[config.mk]
export PLATFORM = sky130hd
export DESIGN_NAME = seq_calculator
export DESIGN_NICKNAME = d
export VERILOG_FILES = /design/src/rtl/seq_calculator.sv
export SDC_FILE = /design/constraint.sdc
export NUM_CORES = 1
export LEC_CHECK = 0
export ABC_CLOCK_PERIOD_IN_PS = 2700
export CAP_MARGIN = 20
export CORE_ASPECT_RATIO = 0.8
export CORE_MARGIN = 5
export CORE_UTILIZATION = 51
export DETAILED_ROUTE_END_ITERATION = 8
export GPL_ROUTABILITY_DRIVEN = 0
export GPL_TIMING_DRIVEN = 0
export PLACE_DENSITY_LB_ADDON = 0.12
export SYNTH_ARGS = -nofsm -noshare
export SYNTH_HDL_FRONTEND = slang
export SYNTH_SLANG_ARGS = --single-unit
[constraint.sdc]
create_clock -name clk -period 2.7 [get_ports clk]
set_input_delay 0.27 -clock clk [delete_from_list [all_inputs] [get_ports clk]]
set_output_delay 0.27 -clock clk [all_outputs]
set_load 0.01 [all_outputs]
[src/rtl/seq_calculator.sv]
// seq_calculator: multi-cycle unsigned calculator (add, sub, mul, div, mod).
// add/sub and the error cases finish in one cycle. mul uses a shift-add loop
// and div/mod use restoring division, each producing one bit per cycle.
// Handshake: start is sampled in IDLE, busy is high outside IDLE, and done
// pulses for one cycle with the result and flags valid.
module seq_calculator #(
    parameter int WIDTH = 8
) (
    input  logic               clk,
    input  logic               reset,
    input  logic               start,
    input  logic [WIDTH-1:0]   operand_a,
    input  logic [WIDTH-1:0]   operand_b,
    input  logic [4:0]         op_select,
    output logic               busy,
    output logic               done,
    output logic [2*WIDTH-1:0] result,
    output logic               negative,
    output logic               div_by_zero,
    output logic               invalid_op
);

    localparam int RW = 2 * WIDTH;
    localparam int CW = (WIDTH > 2) ? $clog2(WIDTH) : 1;

    localparam logic [4:0] OP_ADD = 5'b01000;
    localparam logic [4:0] OP_SUB = 5'b00100;
    localparam logic [4:0] OP_MUL = 5'b00010;
    localparam logic [4:0] OP_DIV = 5'b00001;
    localparam logic [4:0] OP_MOD = 5'b10000;

    typedef enum logic [1:0] {S_IDLE, S_MUL, S_DIV, S_DONE} state_t;

    state_t            state, state_next;
    logic [CW-1:0]     count;
    logic              is_mod;
    logic [RW-1:0]     mul_acc, mul_mcand;
    logic [WIDTH-1:0]  mul_mplier;
    logic [WIDTH-1:0]  div_rem, div_quo, div_divisor;

    logic              b_zero;
    logic              last_iter;
    logic [RW-1:0]     mul_acc_next;
    logic [WIDTH:0]    div_shift, div_trial;
    logic              div_fits;
    logic [WIDTH-1:0]  div_rem_next, div_quo_next;

    // Iteration datapath: one shift-add step and one restoring-division step.
    always_comb begin
        b_zero       = (operand_b == '0);
        last_iter    = (count == '0);
        mul_acc_next = mul_mplier[0] ? (mul_acc + mul_mcand) : mul_acc;
        div_shift    = {div_rem, div_quo[WIDTH-1]};
        div_trial    = div_shift - {1'b0, div_divisor};
        div_fits     = ~div_trial[WIDTH];
        div_rem_next = div_fits ? div_trial[WIDTH-1:0] : div_shift[WIDTH-1:0];
        div_quo_next = {div_quo[WIDTH-2:0], div_fits};
    end

    // State register; reset aborts any operation in flight.
    always_ff @(posedge clk or posedge reset) begin
        // NOTE: sequential state uses non-blocking assignments so every register samples pre-edge values.
        if (reset) state <= S_IDLE;
        else       state <= state_next;
    end

    // Next-state decode and handshake outputs.
    always_comb begin
        // NOTE: defaults come first so no path leaves an output unassigned (which would infer a latch).
        state_next = state;
        busy       = (state != S_IDLE);
        done       = (state == S_DONE);
        case (state)
            S_IDLE: begin
                if (start) begin
                    case (op_select)
                        OP_MUL:         state_next = S_MUL;
                        OP_DIV, OP_MOD: state_next = b_zero ? S_DONE : S_DIV;
                        default:        state_next = S_DONE;
                    endcase
                end
            end
            S_MUL, S_DIV: if (last_iter) state_next = S_DONE;
            default:      state_next = S_IDLE;
        endcase
    end

    // Operand capture, iteration registers, result and flags.
    always_ff @(posedge clk or posedge reset) begin
        if (reset) begin
            count       <= '0;
            is_mod      <= 1'b0;
            mul_acc     <= '0;
            mul_mcand   <= '0;
            mul_mplier  <= '0;
            div_rem     <= '0;
            div_quo     <= '0;
            div_divisor <= '0;
            result      <= '0;
            negative    <= 1'b0;
            div_by_zero <= 1'b0;
            invalid_op  <= 1'b0;
        end else begin
            case (state)
                S_IDLE: begin
                    if (start) begin
                        count       <= CW'(WIDTH - 1);
                        is_mod      <= (op_select == OP_MOD);
                        mul_acc     <= '0;
                        mul_mcand   <= RW'(operand_a);
                        mul_mplier  <= operand_b;
                        div_rem     <= '0;
                        div_quo     <= operand_a;
                        div_divisor <= operand_b;
                        result      <= '0;
                        negative    <= 1'b0;
                        div_by_zero <= 1'b0;
                        invalid_op  <= 1'b0;
                        case (op_select)
                            OP_ADD: result <= RW'(operand_a) + RW'(operand_b);
                            OP_SUB: begin
                                result   <= RW'(operand_a) - RW'(operand_b);
                                negative <= (operand_a < operand_b);
                            end
                            OP_MUL: ;
                            OP_DIV, OP_MOD: begin
                                if (b_zero) begin
                                    result      <= '1;
                                    div_by_zero <= 1'b1;
                                end
                            end
                            default: invalid_op <= 1'b1;
                        endcase
                    end
                end
                S_MUL: begin
                    mul_acc    <= mul_acc_next;
                    mul_mcand  <= mul_mcand << 1;
                    mul_mplier <= mul_mplier >> 1;
                    count      <= count - 1'b1;
                    if (last_iter) result <= mul_acc_next;
                end
                S_DIV: begin
                    div_rem <= div_rem_next;
                    div_quo <= div_quo_next;
                    count   <= count - 1'b1;
                    if (last_iter) result <= is_mod ? RW'(div_rem_next) : RW'(div_quo_next);
                end
                default: ;
            endcase
        end
    end

endmodule

==> out/results.txt, run 1 <==
CTS Root Cell -> clkbuf_16
Site Rows -> 35
Die area -> 14400 sq um
Antenna violations before repair -> 1
Final period demand of the worst path -> 2.68 ns
Cell area after synthesis -> 6160 sq um
Worst EP required -> 2.93 ns
Cells after DPL -> 886
First-pass iteration count of the detailed router -> 5
Worst Setup End Kind -> register
Total track usage -> 0.256
CORE AREA -> 11700 sq um
Fraction of layout cells with a size suffix above 1 -> 0.106
Non-Filler Instances -> 912
Max Transition Viols Final -> 0
Filler cell count -> 991
Top_reg_cell synth -> dfrtp_1
Area of placed instances -> 6820 sq um
Mapped Nets -> 767
CTS tree -> yes
Hpwl dp -> 13.6 mm
Post-synth EDFFs -> 0
Clock transition at the registers of the reported paths -> 0.07 ns
P per Cell Area -> 1090 nW/um^2
Worst Path Buf+Inv -> 2
CTS Hold Bufs -> 0
I/O Buffers -> 44
Setup Skew -> 0.00967 ns
Setup WS post-layout -> 0.0185 ns
Family with the most delay on the worst path -> compound AO/OA/AOI/OAI gates
Static leakage -> 3.26 nW
Crit path largest cell delay -> 0.38 ns
Final setup viols -> 0
Register area share after synthesis -> 0.361
Largest net degree at the start of global routing -> 49
Status -> finished clean
Die Wd -> 133 um
First-pass GRT wire length -> 29.0 mm
Vias post-DR -> 5719
Slowest cell on the critical path -> dlygate4sd2_1
Htree depth -> 3
Synth top area cells -> dfrtp_1 36%, ha_1 9.3%, o21ai_0 5.6%
Library cells used by synthesis -> 80
DP Worst Slack -> -0.522 ns
Actual slew at the worst max-slew pin -> 0.793 ns
Synth-to-Final Area Change -> 19.5%
Crit path DAT -> 2.91 ns
Max_slew headroom -> 0.468
Post-Syn Area per Cell -> 8.89 sq um
CP max FO -> 5
Routed Antenna Nets -> 0
CP Cell Sequence -> dlygate4sd2_1 -> inv_1 -> ha_1 -> nor2b_1 -> o21ai_1 -> o211ai_1 -> o31a_1 -> a211o_1 -> a21oi_1 -> o221ai_1 -> o22a_1
Clock sink total -> 89
Period utilization -> 0.993
Fmax -> 373 MHz
Vert. Die Dim -> 108 um
Cell area after layout -> 7370 sq um
YS warnings -> 0
Initial drt markers -> 573
N_diodes -> 0
Final nets -> 833
Final wirelength -> 18.3 mm
I/O pin cnt -> 45
Gr ovfl total -> 0
DR vias/cell -> 6.27
Hold crit path type -> in -> async
Latest clock arrival within the worst-skew pair -> 0.35 ns
CP Launch Type -> primary input
RSZ-0062 raised after global routing -> yes
DRC violations left -> 0
Asr flop ratio synth -> 1.00
Max clock buf depth -> 2
WL per Instance -> 20.1 um
Max-cap viol count -> 0
Hold Fails Final Rpt -> 0
Vias in the first global route -> 5407
Setup TNS -> 0 ns
Cell taking the most area after synthesis -> dfrtp_1
Crit Path Class -> in -> reg
Worst vdd ir -> 417 uV
Number of synthesized register bits -> 89
Top cell type's share of synthesized area -> 0.361
Final Total Pwr -> 8.04 mW
Num CTS Buffers -> 9
Syn Inst Count -> 693
Starting Density -> 0.527
stage by stage:
stage               utilization  hold slack (ns)
floorplan                     -            0.421
global placement          0.581            0.462
detailed placement        0.583            0.474
CTS                       0.616            0.356
global route              0.630            0.387
finish                    0.630            0.340
cell type report:
class	instances	area, sq um	area share
multi-input cells	533	3820	0.518
flip-flops and latches	89	2230	0.302
repair buffers	56	553	0.0751
clock buffers	10	239	0.0324
well taps	148	185	0.0251
inverters	43	164	0.0222
plain buffers	27	108	0.0146
clock inverters	6	73.8	0.0100
synth_stat cells, drive strengths merged, types with 13 or more instances:
library cell	n
nand3	16
a22o	16
nor3	19
nor2	46
clkbuf	22
xnor2	13
dfrtp	89
ha	46
mux2i	29
a21oi	32
o21ai	72
a21o	16
inv	41
nand2	79
flip-flops by register name, summed over array words and instances (netlist names):
signal and cells:
mul_mplier 8, count 3, is_mod 1, negative 1, invalid_op 1, mul_mcand 16
div_divisor 8, mul_acc 16, div_rem 8, result 16, div_by_zero 1, div_quo 8
state 2
logic make-up (layout without fill, tap and decap cells):
| logic type | after synthesis | in the layout | share of synthesized area |
|---|---|---|---|
| buffers and inverters | 71 | 142 | 0.0436 |
| AO/OA/AOI/OAI | 229 | 229 | 0.252 |
| multiplexers | 34 | 34 | 0.0568 |
| flip-flops | 89 | 89 | 0.361 |
| adder cells (fa/ha/maj) | 50 | 50 | 0.106 |
| AND/OR/NAND/NOR | 202 | 202 | 0.154 |
| XOR/XNOR | 18 | 18 | 0.0256 |
report_power, final:
group	switching (mW)	internal [mW]
sequential	0.382	1.82
combinational	2.70	1.81
clock	0.578	0.755
worst reg2reg max path, cell delays in order (launching register included):
cell,delay (ns)
dfrtp_1,0.38
inv_1,0.06
ha_2,0.20
fa_2,0.34
and2b_2,0.26
o2111ai_4,0.14
nand3_4,0.16
a21o_4,0.19
nand2_8,0.09
a22oi_2,0.27
o211ai_1,0.14
o32a_1,0.30
cell usage in the layout, fill, tap and decap left out, drive strengths merged, types with 6 or more instances in the layout:
master / n
dfrtp: 89
nand2: 79
o21ai: 72
nor2: 46
ha: 46
inv: 43
clkdlybuf4s50: 37
a21oi: 32
clkbuf: 32
mux2i: 29
nor3: 19
buf: 17
a22o: 16
nand3: 16
a21o: 16
xnor2: 13
a31oi: 11
nor2b: 10
o31ai: 9
o21a: 8
nand2b: 6
o21bai: 6
o211ai: 6
per-layer routing:
| metal | vias to the layer above | global-route usage | part of all wire |
|---|---|---|---|
| met5 | - | 0 | 0.00038 |
| met3 | 24 | 0.0600 | 0.074 |
| met4 | 2 | 0.0593 | 0.016 |
| li1 | 2654 | - | - |
| met2 | 235 | 0.392 | 0.44 |
| met1 | 2804 | 0.368 | 0.47 |
path summary, 6_finish.rpt:
kind / start / end / slack [ns] / depth (start not counted)
max in group asynchronous: reset / mul_mcand[0] / 1.73 / 3
setup reg to reg: div_quo[7] / result[6] / 0.07 / 11
setup / recovery: operand_b[1] / result[7] / 0.02 / 11
hold reg to reg: mul_mplier[3] / mul_mplier[3] / 0.49 / 2
hold / removal: reset / result[11] / 0.34 / 2
min in group clk: operand_a[3] / mul_mcand[3] / 0.44 / 3
timing repair:
item,4_1_cts,5_1_grt
setup endpoints to repair,8,30
setup buffers,4,7
pin swaps,7,15
gates resized for setup,13,39
Power figures use the tool's default switching activity.
==> inputs of run 2 (changes only) <==
Settings changed: SLEW_MARGIN set to 20.
==> results of run 2 <==
Final layout, timing and power as in run 1 (identical DEF).
==> inputs of run 3 (changes only) <==
--- a/config.mk
+++ b/config.mk
@@ -11,9 +11,9 @@
 export CORE_MARGIN = 5
 export CORE_UTILIZATION = 51
+export CTS_BUF_LIST = sky130_fd_sc_hd__clkbuf_4
 export DETAILED_ROUTE_END_ITERATION = 8
 export GPL_ROUTABILITY_DRIVEN = 0
 export GPL_TIMING_DRIVEN = 0
 export PLACE_DENSITY_LB_ADDON = 0.12
-export SLEW_MARGIN = 20
 export SYNTH_ARGS = -nofsm -noshare
 export SYNTH_HDL_FRONTEND = slang
==> constraint.sdc (replaced) <==
create_clock -name clk -period 2.7 [get_ports clk]
set_input_delay 0.54 -clock clk [delete_from_list [all_inputs] [get_ports clk]]
set_output_delay 0.54 -clock clk [all_outputs]
set_load 0.01 [all_outputs]
==> run 3 against run 2 <==
Compared with the run above: largest cell class unchanged; sequential power about the same; non-clock buffer count up 3; critical path depth down 1; final area down 1.4%; flip-flop and latch count unchanged; first-iteration DRC count up 11%; global-route usage up 0.51 points; critical path type unchanged; sequential share of layout area up 0.44 points; utilization down 0.90 points.
==> out/results.txt, run 3 (synthesis gave the netlist of run 1 again) <==
Status -> finished clean
Starting Density -> 0.527 (unchanged)
Worst Path Buf+Inv -> 2 (unchanged)
RSZ-0062 raised after global routing -> yes
Met1 Resource Use GR -> 0.389 (+0.0211)
Crit path DAT -> 3.07 ns (+0.16 ns)
Period utilization -> 0.984 (-0.00961)
CTS Hold Bufs -> 0 (unchanged)
CTS tree -> yes
Worst EP required -> 3.11 ns (+0.18 ns)
Vias post-DR -> 5724 (+0.087%)
Largest net degree at the start of global routing -> 41 (-16%)
Hold Fails Final Rpt -> 0 (unchanged)
I/O pin cnt -> 45 (unchanged)
Site Rows -> 35 (unchanged)
Final wirelength -> 18.5 mm (+0.76%)
Vias in the first global route -> 5577 (+3.1%)
Gr ovfl total -> 0 (unchanged)
CORE AREA -> 11700 sq um (unchanged)
DRC violations left -> 0 (unchanged)
P per Cell Area -> 1050 nW/um^2 (-3.8%)
Max_slew headroom -> 0.494 (+0.0269)
Routed Antenna Nets -> 0 (unchanged)
Num CTS Buffers -> 9 (unchanged)
Slowest cell on the critical path -> clkdlybuf4s50_1
Family with the most delay on the worst path -> compound AO/OA/AOI/OAI gates
First-pass iteration count of the detailed router -> 5 (unchanged)
Hold crit path type -> in -> async
NetSw -> 3.60 mW (-1.7%)
Actual slew at the worst max-slew pin -> 0.750 ns (-0.0421 ns)
Synth-to-Final Area Change -> 17.8%
GR peak layer -> met2
Latest clock arrival within the worst-skew pair -> 0.46 ns (+0.11 ns)
Crit path largest cell delay -> 0.53 ns (+0.15 ns)
Int Power -> 4.02 mW (-8.2%)
Commonest non-fill, non-tap cells in the layout -> 89 x dfrtp_1, 78 x nand2_1, 62 x o21ai_0, 44 x nor2_1, 41 x ha_1
Max Transition Viols Final -> 0 (unchanged)
Sw Ratio -> 0.472 (+0.0170)
Met2 GRT Util -> 0.398 (+0.00543)
Hpwl dp -> 13.7 mm (+0.77%)
Initial drt markers -> 637 (+11%)
CTS Root Cell -> clkbuf_4
I/O Buffers -> 44 (unchanged)
Worst Setup End Kind -> register
Crit Path Class -> in -> reg
Largest registers -> mul_acc: 16 flops, mul_mcand: 16 flops, result: 16 flops
Final setup viols -> 0 (unchanged)
CP Cell Sequence -> clkdlybuf4s50_1 -> inv_1 -> ha_2 -> or3_1 -> o211a_1 -> o2bb2ai_1 -> nor3_1 -> nor3_2 -> o221ai_2 -> o22a_1
CP max FO -> 8 (+3)
Area of placed instances -> 6830 sq um (+0.20%)
Final period demand of the worst path -> 2.66 ns (-0.0259 ns)
Final nets -> 836 (+0.36%)
Setup TNS -> 0 ns (unchanged)
Max clock buf depth -> 2 (unchanged)
WL per Instance -> 20.2 um (+0.43%)
Cell area after layout -> 7260 sq um (-1.4%)
Met3 Usage GRT -> 0.0428 (-0.0172)
Antenna violations before repair -> 0 (-1)
Commonest non-fill, non-tap cell in the layout -> dfrtp_1
Gate power share -> 0.594 (+0.033)
Total track usage -> 0.261 (+0.00514)
Die Wd -> 133 um (unchanged)
Static leakage -> 3.19 nW (-2.1%)
N_diodes -> 0 (unchanged)
Setup Skew -> 0.0195 ns (+0.00983 ns)
Max-cap viol count -> 0 (unchanged)
Clock sink total -> 89 (unchanged)
CP Launch Type -> primary input
Vert. Die Dim -> 108 um (unchanged)
First-pass GRT wire length -> 29.6 mm (+2.3%)
Worst hold margin -> 0.463 ns (+0.122 ns)
Htree depth -> 3 (unchanged)
Worst vdd ir -> 412 uV (-1.1%)
Fraction of layout cells with a size suffix above 1 -> 0.111 (+0.00480)
Die area -> 14400 sq um (unchanged)
DR vias/cell -> 6.26 (-0.24%)
Clock network fraction of total power -> 0.117 (-0.049)
Clock transition at the registers of the reported paths -> 0.15 ns (+0.08 ns)
Flop pwr share -> 0.289 (+0.016)
Fmax -> 377 MHz (+0.98%)
[run 3: changes by cell type in the layout (fill, tap and decap cells not counted), moves of 2 or more]
cell / delta
dlygate4sd2_1: +2
clkbuf_16: -9
clkinv_4: -3
clkinv_1: +2
ha_2: -2
dlymetal6s2s_1: -3
buf_12: +2
clkbuf_4: +10
[run 3: per-layer routing]
layer | part of all wire | vias up | wire [um]
li1 | - | 2668 | -
met1 | 0.47 | 2834 | 8730
met2 | 0.45 | 201 | 8220
met3 | 0.067 | 21 | 1240
met4 | 0.015 | 0 | 269
met5 | 0 | - | 0
[run 3: final cells by class]
type | count | area, sq um
repair buffers | 59 | 574
fillers | 1052 | 4430
clock inverters | 6 | 81.3
plain buffers | 27 | 108
multi-input cells | 533 | 3850
inverters | 43 | 165
well taps | 148 | 185
clock buffers | 10 | 75.1
flip-flops and latches | 89 | 2230
[run 3: stage by stage]
| step | utilization | worst slack (ns) | power (mW) | instances |
|---|---|---|---|---|
| after detailed placement | 0.584 | -0.776 | 6.22 | 887 |
| after CTS | 0.604 | 0.000127 | 7.22 | 908 |
| after floorplan | - | 0.153 | 4.90 | 693 |
| final | 0.621 | 0.0445 | 7.62 | 915 |
| after global routing | 0.621 | -0.0280 | 8.16 | 915 |
| after global placement | 0.581 | -0.762 | 6.10 | 885 |
[run 3: power by group through the flow]
stage	clock network, mW	logic [mW]	registers, mW
5_1_grt	0.935	4.97	2.26
3_3_place_gp	0	3.91	2.19
3_5_place_dp	0	4.00	2.22
4_1_cts	0.885	4.15	2.19
2_1_floorplan	0	2.75	2.15
6_report	0.890	4.53	2.20
[run 3: path summary, 6_finish.rpt]
check	startpoint	endpoint	slack [ns]	depth (start not counted)
worst max-delay path	operand_b[4]	result[7]	0.04	10
worst min-delay path	reset	mul_mcand[8]	0.46	2
worst max register to register	mul_acc[6]	mul_acc[15]	0.07	8
worst min register to register	invalid_op	invalid_op	0.50	2
max in group asynchronous	reset	is_mod	1.65	3
min in group clk	invalid_op	invalid_op	0.50	2
[run 3: repair_timing]
| action | CTS | global route |
|---|---|---|
| gates resized for setup | 19 | 40 |
| pin swaps | 6 | 19 |
| setup endpoints to repair | 16 | 26 |
| setup buffers | 5 | 8 |
[run 3: worst register-to-register path, delay by kind of cell, from the launching register on]
| family | cells | cell delay (ns) |
|---|---|---|
| multiplexers | 1 | 0.30 |
| AND/OR/NAND/NOR | 4 | 1.03 |
| AO/OA/AOI/OAI | 2 | 0.50 |
| flip-flops | 1 | 0.45 |
| adder cells (fa/ha/maj) | 1 | 0.25 |
